## src/rtl/j1_boot_ctrl_if.sv

```systemverilog
// rtl/j1_boot_ctrl_if.sv - byte stream and RAM write bus of the J1 boot sequencer
interface j1_boot_ctrl_if #(
  parameter int ADDR_W = 13
);
  logic [7:0]        rx_data_i;
  logic              rx_valid_i;
  logic              rx_ready_o;
  logic [ADDR_W-1:0] mem_addr_o;
  logic [15:0]       mem_data_o;
  logic              mem_we_o;

  // stream source / RAM sink side
  modport master (
    output rx_data_i, rx_valid_i,
    input  rx_ready_o, mem_addr_o, mem_data_o, mem_we_o
  );

  // boot sequencer side
  modport slave (
    input  rx_data_i, rx_valid_i,
    output rx_ready_o, mem_addr_o, mem_data_o, mem_we_o
  );
endinterface

```

## src/rtl/j1_boot_ctrl.sv

```systemverilog
// rtl/j1_boot_ctrl.sv - J1 boot sequencer: byte-stream image loader with checksum and CPU release
module j1_boot_ctrl #(
  parameter int          ADDR_W = 13,
  parameter logic [15:0] MAGIC  = 16'hA55A
) (
  input  logic         sys_clk_i,
  input  logic         sys_rst_n_i,
  input  logic         boot_req_i,
  j1_boot_ctrl_if.slave bus,
  output logic         cpu_rst_o,
  output logic         busy_o,
  output logic         err_o
);

  localparam logic [2:0] MAGIC_LO = 3'd0;
  localparam logic [2:0] MAGIC_HI = 3'd1;
  localparam logic [2:0] CNT_LO   = 3'd2;
  localparam logic [2:0] CNT_HI   = 3'd3;
  localparam logic [2:0] DATA_LO  = 3'd4;
  localparam logic [2:0] DATA_HI  = 3'd5;
  localparam logic [2:0] CSUM     = 3'd6;
  localparam logic [2:0] RUN      = 3'd7;

  // largest legal word count; 17 bits so 2^16 would still be representable
  localparam logic [16:0] MAX_WORDS = 17'(1) << ADDR_W;

  logic [2:0]        state;
  logic [7:0]        csum;
  logic [ADDR_W:0]   idx;      // one extra bit so a full RAM load terminates
  logic [15:0]       cnt;
  logic [7:0]        lo_byte;
  logic [ADDR_W-1:0] mem_addr;
  logic [15:0]       mem_data;
  logic              mem_we;
  logic              ready;
  logic              accept;
  logic [ADDR_W:0]   idx_nxt;
  logic [15:0]       n_word;
  logic [7:0]        rx_byte;

  assign rx_byte        = bus.rx_data_i;
  assign ready          = sys_rst_n_i && (state != RUN);
  assign accept         = bus.rx_valid_i && ready;
  assign idx_nxt        = idx + (ADDR_W+1)'(1);
  assign n_word         = {rx_byte, cnt[7:0]};
  assign bus.rx_ready_o = ready;
  assign bus.mem_addr_o = mem_addr;
  assign bus.mem_data_o = mem_data;
  assign bus.mem_we_o   = mem_we;
  assign busy_o         = (state != RUN);

  // load sequencer: header sync, count, word writes, checksum, release and reload
  always_ff @(posedge sys_clk_i) begin
    if (!sys_rst_n_i) begin
      state     <= MAGIC_LO;
      cpu_rst_o <= 1'b1;
      err_o     <= 1'b0;
      mem_we    <= 1'b0;
      mem_addr  <= '0;
      mem_data  <= '0;
      csum      <= '0;
      idx       <= '0;
      cnt       <= '0;
      lo_byte   <= '0;
    end else begin
      mem_we <= 1'b0;
      if (boot_req_i) begin
        // reload wins over any byte accepted in the same cycle
        state     <= MAGIC_LO;
        cpu_rst_o <= 1'b1;
        err_o     <= 1'b0;
      end else if (accept) begin
        case (state)
          MAGIC_LO: begin
            if (rx_byte == MAGIC[7:0]) state <= MAGIC_HI;
          end
          MAGIC_HI: begin
            if (rx_byte == MAGIC[15:8]) begin
              state <= CNT_LO;
              err_o <= 1'b0;
              csum  <= '0;
              idx   <= '0;
            end else if (rx_byte != MAGIC[7:0]) begin
              state <= MAGIC_LO;
            end
          end
          CNT_LO: begin
            cnt[7:0] <= rx_byte;
            csum     <= csum ^ rx_byte;
            state    <= CNT_HI;
          end
          CNT_HI: begin
            cnt  <= n_word;
            csum <= csum ^ rx_byte;
            if ({1'b0, n_word} > MAX_WORDS) begin
              err_o <= 1'b1;
              state <= MAGIC_LO;
            end else if (n_word == 16'd0) begin
              state <= CSUM;
            end else begin
              state <= DATA_LO;
            end
          end
          DATA_LO: begin
            lo_byte <= rx_byte;
            csum    <= csum ^ rx_byte;
            state   <= DATA_HI;
          end
          DATA_HI: begin
            mem_we   <= 1'b1;
            mem_addr <= idx[ADDR_W-1:0];
            mem_data <= {rx_byte, lo_byte};
            csum     <= csum ^ rx_byte;
            idx      <= idx_nxt;
            state    <= (17'(idx_nxt) == {1'b0, cnt}) ? CSUM : DATA_LO;
          end
          CSUM: begin
            if (rx_byte == csum) begin
              state     <= RUN;
              cpu_rst_o <= 1'b0;
            end else begin
              err_o <= 1'b1;
              state <= MAGIC_LO;
            end
          end
          default: state <= MAGIC_LO;
        endcase
      end
    end
  end

endmodule

```

## src/flat_wrapper.sv

```systemverilog
// flat-port wrapper written by rule: the top's interface ports become plain ports
module j1_boot_ctrl_flat 
#(
  parameter int          ADDR_W = 13,
  parameter logic [15:0] MAGIC  = 16'hA55A
)
  (sys_clk_i, sys_rst_n_i, boot_req_i, cpu_rst_o, busy_o, err_o, bus_rx_data_i, bus_rx_valid_i, bus_rx_ready_o, bus_mem_addr_o, bus_mem_data_o, bus_mem_we_o);
  j1_boot_ctrl_if #(.ADDR_W(ADDR_W)) bus_i ();
  input  logic sys_clk_i;
  input  logic sys_rst_n_i;
  input  logic boot_req_i;
  output logic cpu_rst_o;
  output logic busy_o;
  output logic err_o;
  input wire logic [$bits(bus_i.rx_data_i)-1:0] bus_rx_data_i;
  input wire logic [$bits(bus_i.rx_valid_i)-1:0] bus_rx_valid_i;
  output wire logic [$bits(bus_i.rx_ready_o)-1:0] bus_rx_ready_o;
  output wire logic [$bits(bus_i.mem_addr_o)-1:0] bus_mem_addr_o;
  output wire logic [$bits(bus_i.mem_data_o)-1:0] bus_mem_data_o;
  output wire logic [$bits(bus_i.mem_we_o)-1:0] bus_mem_we_o;
  assign bus_i.rx_data_i = bus_rx_data_i;
  assign bus_i.rx_valid_i = bus_rx_valid_i;
  assign bus_rx_ready_o = bus_i.rx_ready_o;
  assign bus_mem_addr_o = bus_i.mem_addr_o;
  assign bus_mem_data_o = bus_i.mem_data_o;
  assign bus_mem_we_o = bus_i.mem_we_o;
  j1_boot_ctrl #(.ADDR_W(ADDR_W), .MAGIC(MAGIC)) u_core (.sys_clk_i(sys_clk_i), .sys_rst_n_i(sys_rst_n_i), .boot_req_i(boot_req_i), .bus(bus_i), .cpu_rst_o(cpu_rst_o), .busy_o(busy_o), .err_o(err_o));
endmodule
```

## config.mk

```make
export PLATFORM = sky130hd
export DESIGN_NAME = j1_boot_ctrl_flat
export DESIGN_NICKNAME = d
export VERILOG_FILES = /design/src/rtl/j1_boot_ctrl_if.sv /design/src/rtl/j1_boot_ctrl.sv /design/src/flat_wrapper.sv
export SDC_FILE = /design/constraint.sdc
export NUM_CORES = 1
export LEC_CHECK = 0
export ABC_AREA = 1
export CORE_MARGIN = 2
export CORE_UTILIZATION = 60
export DETAILED_ROUTE_END_ITERATION = 12
export PLACE_DENSITY_LB_ADDON = 0.3
export SYNTH_ARGS = -nofsm -noshare
export SYNTH_HDL_FRONTEND = slang
export SYNTH_SLANG_ARGS = --single-unit
```

## constraint.sdc

```tcl
create_clock -name sys_clk_i -period 4 [get_ports sys_clk_i]
set_clock_uncertainty 0.1 [all_clocks]
set_input_delay 0.8 -clock sys_clk_i [delete_from_list [all_inputs] [get_ports sys_clk_i]]
set_output_delay 0.8 -clock sys_clk_i [all_outputs]
set_load 0.005 [all_outputs]
```

## Word level (Yosys, flattened, before mapping)

Cells that the tools add are included.

- Order comparisons: 1
- Reductions and logical operators: 19
- Muxes and demuxes: 17
- Equal/unequal tests: 17
- Add/subtract/negate cells: 1
- Bitwise logic cells: 4

Operators by type and width:

| operator | number |
|---|---|
| 14-bit one-hot mux with 2 select lines | 1 |
| 3-bit one-hot mux with 7 select lines | 1 |
| 3-bit AND reduction | 6 |
| 14-bit by 16-bit equality test with 1-bit output | 1 |
| 16-bit by 14-bit > comparator with 1-bit output, second input constant | 1 |
| 16-bit logical NOT | 1 |
| 8-bit one-hot mux with 2 select lines | 1 |
| 3-bit 2-to-1 mux | 5 |
| 14-bit by 1-bit adder with 14-bit output, second input constant | 1 |
| 14-bit 2-to-1 mux | 1 |
| 3-bit equality test, second input constant | 3 |
| 8-bit by 7-bit equality test with 1-bit output, second input constant | 1 |
| 8-bit equality test | 1 |
| 8-bit equality test, second input constant | 1 |
| 8-bit 2-to-1 mux | 1 |
| 8-bit by 7-bit inequality test with 1-bit output, second input constant | 1 |
| 4-bit AND reduction | 2 |
| 8-bit XOR | 1 |
| 3-bit by 2-bit equality test with 1-bit output, second input constant | 2 |
| 2-bit by 1-bit inequality test with 1-bit output, second input constant | 3 |
| 5-bit AND reduction | 1 |
| 1-bit 2-to-1 mux | 4 |
| 2-bit 2-to-1 mux | 2 |
| 2-bit nonzero test | 2 |
| 12 further kinds | 15 |

- Register bits: 81
- Output and inout bits: 34
- Word-level logic and storage cells: 70

## Longest topological paths before layout

- Depth in word-level cells: 5
- Gate-level depth with buffers: 15
- Mapped depth without buffers: 15

## Least setup slack after synthesis

OpenSTA, ideal clock, no wires.

- Kind: input-to-reg
- From: in bus_rx_data_i[5]
- To: reg u_core.csum[7]
- Stages on the path: 12
- Data arrival time: 1.916 ns
- Setup time: 0.127 ns
- Slack: 1.858 ns
- Path through: buf_4 nand2_1 nor3_1 nand4_1 nand2_1 nand2_1 nor2_4 o21a_4 buf_6 nand2_2 o21ai_1 nor2_2

- Word-level cells in the longest chain between the ends: 3

RTL lines:

| item | line | text |
|---|---|---|
| start: declaration | flat_wrapper.sv:15 | `input wire logic [$bits(bus_i.rx_data_i)-1:0] bus_rx_data_i;` |
| 8-bit equality test | j1_boot_ctrl.sv:78 | `if (rx_byte == MAGIC[15:8]) begin` |
| 2-bit by 1-bit inequality test with 1-bit output (no line) | n/a |  |
| 4-bit AND reduction (no line) | n/a |  |
| end signal: assignment | j1_boot_ctrl.sv:89 | `csum <= csum ^ rx_byte;` |
| end signal: assignment | j1_boot_ctrl.sv:94 | `csum <= csum ^ rx_byte;` |
| end signal: assignment | j1_boot_ctrl.sv:106 | `csum <= csum ^ rx_byte;` |
| end: declaration | j1_boot_ctrl.sv:28 | `logic [7:0] csum;` |

No other way between the ends.
A chain may end at the register's enable or synchronous reset.

## Worst setup path in the final report

- From: in sys_rst_n_i
- To: out bus_rx_ready_o

- Word-level cells in the longest chain between the ends: 1

RTL lines:

| item | line | text |
|---|---|---|
| start: declaration | flat_wrapper.sv:10 | `input logic sys_rst_n_i;` |
| 1-bit logical AND | j1_boot_ctrl.sv:42 | `assign ready = sys_rst_n_i && (state != RUN);` |
| end: declaration | flat_wrapper.sv:17 | `output wire logic [$bits(bus_i.rx_ready_o)-1:0] bus_rx_ready_o;` |

No other way between the ends.

==> run summary <==
The worst endpoint required time came out at 3.10 ns. In this run the critical register-to-register path is launched from u_core.state[1]. The tightest hold path in the finished design has a slack of 0.372 ns. In this run the core area contains 29 standard-cell rows. The DRC violations left is 0. The sequential area share after synthesis came out at 41.8%.

STA classifies the critical path endpoint as a primary output. The leakage dissipation is 1.79 nW. The starting density of the core is 61.5%.

The post-detailed-route via-to-cell ratio is 5.63. The startpoint type of the worst setup path is a primary input. The count of placed standard cells in the final layout, fillers left out is 670. The post-CTS setup buffer count came out at 0. Summing internal, switching and leakage power gives 1.48 mW. In the final layout, the share of cells above drive strength 1 is 8.60%.

The number of warnings printed during yosys synthesis is 0. The slew of the pin with the lowest slew margin is 0.855 ns. The number of failing hold endpoints at the final stage is 0.

The sum of negative setup slack came out at 0 ns. The largest fanout of any net on the critical path is 2. The number of DRC markers after the initial detailed-route iteration came out at 328. Setup repair after global routing left no endpoint under its margin. The clock root buffer is sky130_fd_sc_hd__clkbuf_8. The overall routed net length came out at 9500 um. The tightest min-delay check is of the reg2reg type. The via total after detailed routing is 3770. The longest clock path from root to sink contains 2 buffers.

The number of failing setup endpoints in the final timing report is 0. The max-slew violation count came out at 0. The setup slack of the most critical reg-to-reg path came out at 1.72 ns. Internal power comes to 1.15 mW.

The cell count of the worst reg-to-reg path came out at 11. The critical path class is in2out. The number of clock buffers inserted by TritonCTS came out at 9.

Before antenna repair, the detailed router went through 5 iterations. The post-detailed-placement cell area came out at 4310 um2. The critical register-to-register path endpoint is u_core.idx[2]. The worst voltage drop across the vdd grid came out at 242 uV.

The count of placed standard cells including taps came out at 654. The count of state elements after synthesis is 81. The estimated wirelength of the detail-placed design came out at 6530 um. The aggregate global routing overflow is 0. The number of nets in the finished design came out at 601. The final instance area is 4530 um2. The post-route core utilization is 71.7%. The number of sinks handled by clock tree synthesis is 81.

The arrival time of data at the critical path endpoint came out at 1.88 ns. A synthesized cell averages 7.00 um2. The clock latency on the worst-skew pair is 0.35 ns. The sequential group share of total power came out at 54.2%. Net switching is 22.6% of the power. The normalized max-slew margin is 42.9%. The I/O pin count is 46. Entering global routing, the biggest net connects 55 pins. The post-CTS resize count is 0. The relative contribution of combinational cells to total power came out at 3.7%. When the netlist entered floorplanning its net count stood at 568. The overall fraction of global-route tracks in use is 27.5%. The fmax is 0.360 GHz. The smallest clock period supported by the final layout is computed as 2.78 ns. The floorplan step set the die width to 84.4 um.

The number of distinct library cells after synthesis came out at 35. The number of hold buffers added after CTS came out at 0. The power density over cell area is 328 nW/um2.

The number of global-route vias before repair came to 3452. The flow ran to the end, and the final reports show no timing, DRC or antenna violations. The floorplan step defined a die boundary enclosing 7130 um2.

After detailed routing, the average wire length per cell comes to 14.2 um. The clock group share of total power is 42.1%. The CTS tree is yes. In this run the remaining antenna-violating nets after routing total 0. The antenna cell count is 0.

The die height came out at 84.4 um. The worst hold path begins at u_core.cnt[13]. The number of buffers inserted by port buffering is 45. Prior to clock tree synthesis, the placed netlist has a worst setup slack of 0.971 ns. Max-cap violations in this run came to 0. In this run the cell area of the synthesized design comes to 3880 um2.

The synthesis-to-layout area growth came out at 16.6%. The net load switching power came out at 336 uW. The number of levels the H-tree was split into is 3.

The routability-driven placement congestion ratio came out at 0.896. In this run the worst setup path begins at sys_rst_n_i. The final critical path takes up 69.5% of the cycle.

The path with the worst hold slack has its endpoint at u_core.cnt[13]. The clock transition at the registers of the reported paths is 0.08 ns. The number of cells produced by synthesis is 555.

The cell count of the worst hold path is 2. The floorplan core area came out at 6310 um2. The initial antenna violation count came out at 0. In the post-route analysis, the smallest setup slack over all paths is 1.22 ns. The first global-routing pass estimated 16000 um of wire.
==> metal layers <==
metal  GRT usage [%]  routed length [um]  vias up
met2            46.5                4630      159
met4            10.4                 169        0
met1            35.7                4090     1713
li1                -                   -     1878
met5               0                   0        -
met3            3.93                 607       20
==> worst max-delay path, cell delays in order <==
cell and delay (ns):
sky130_fd_sc_hd__clkdlybuf4s50_1 0.47, sky130_fd_sc_hd__nand2_1 0.06, sky130_fd_sc_hd__inv_2 0.05, sky130_fd_sc_hd__clkdlybuf4s50_1 0.49
==> sequential cells by signal, summed over array words and instances (netlist names) <==
signal and flops:
u_core.cpu_rst_o 1, u_core.bus.mem_data_o 16, u_core.bus.mem_we_o 1, u_core.cnt 16, u_core.err_o 1, u_core.idx 14, u_core.csum 8, u_core.state 3
u_core.lo_byte 8, u_core.bus.mem_addr_o 13
==> synthesized netlist by cell type (all sizes together) <==
| cell type | number | area share, % |
|---|---|---|
| nand2 | 112 | 11 |
| nor2 | 82 | 9.3 |
| dfxtp | 81 | 42 |
| o21ai | 71 | 9.2 |
| inv | 56 | 5.4 |
| a21oi | 54 | 7.3 |
| nand3 | 39 | 5.4 |
| buf | 16 | 2.8 |
| clkbuf | 9 | 0.90 |
| nand4 | 9 | 1.5 |
| nor3 | 6 | 0.90 |
| xnor2 | 4 | 0.90 |
| xor2 | 4 | 0.90 |
| a211oi | 3 | 0.58 |
| a22oi | 1 | 0.19 |
| a31oi | 1 | 0.16 |
| a32oi | 1 | 0.23 |
| ha | 1 | 0.32 |
| nand3b | 1 | 0.19 |
| nor4 | 1 | 0.16 |
| o211ai | 1 | 0.19 |
| o21a | 1 | 0.39 |
| or2 | 1 | 0.16 |
==> layout by cell type (no fill, tap or decap), drive strengths merged, types with 2 or more instances in the layout <==
cell,instances
o21ai,71
clkbuf,11
xor2,4
nor2,82
dfxtp,81
inv,57
xnor2,4
clkinvlp,2
a21oi,54
clkdlybuf4s50,45
buf,2
nand4,9
a211oi,3
nand3,39
nand2,112
nor3,6
==> cell families (layout without fill, tap and decap cells) <==
kind of cell / Yosys count / count (layout) / synth area share [%]
buffers and inverters: 81 / 119 / 9.09
XOR/XNOR: 8 / 8 / 1.80
AND/OR/NAND/NOR: 251 / 251 / 28.8
adder cells (fa/ha/maj): 1 / 1 / 0.322
flip-flops: 81 / 81 / 41.8
AO/OA/AOI/OAI: 133 / 133 / 18.2
==> power groups by stage <==
stage	sequential [mW]	clock [mW]	combinational, mW
6_report	0.805	0.625	0.0546
4_1_cts	0.805	0.633	0.0544
5_1_grt	0.806	0.668	0.0590
3_5_place_dp	0.825	0	0.0538
2_1_floorplan	0.825	0	0.0291
3_3_place_gp	0.825	0	0.0533
==> worst max path at each step <==
stage	endpoint	slack, ns	depth (start not counted)
final	bus_rx_ready_o	1.22	4
after CTS	bus_rx_ready_o	1.22	4
after floorplan	u_core.csum[7]	1.86	12
after detailed placement	u_core.idx[2]	0.97	10
after global routing	u_core.csum[0]	1.09	11
after global placement	u_core.idx[3]	1.0	10
==> final cells by class <==
| class | instances | area [um2] |
|---|---|---|
| multi-input combinational | 393 | 1910 |
| sequential | 81 | 1620 |
| timing repair buffer | 47 | 478 |
| clock inverter | 5 | 62.6 |
| inverter | 56 | 210 |
| clock buffer | 11 | 151 |
| fill | 538 | 1790 |
| tap | 77 | 96.3 |
(Power assumes the default switching activity.)
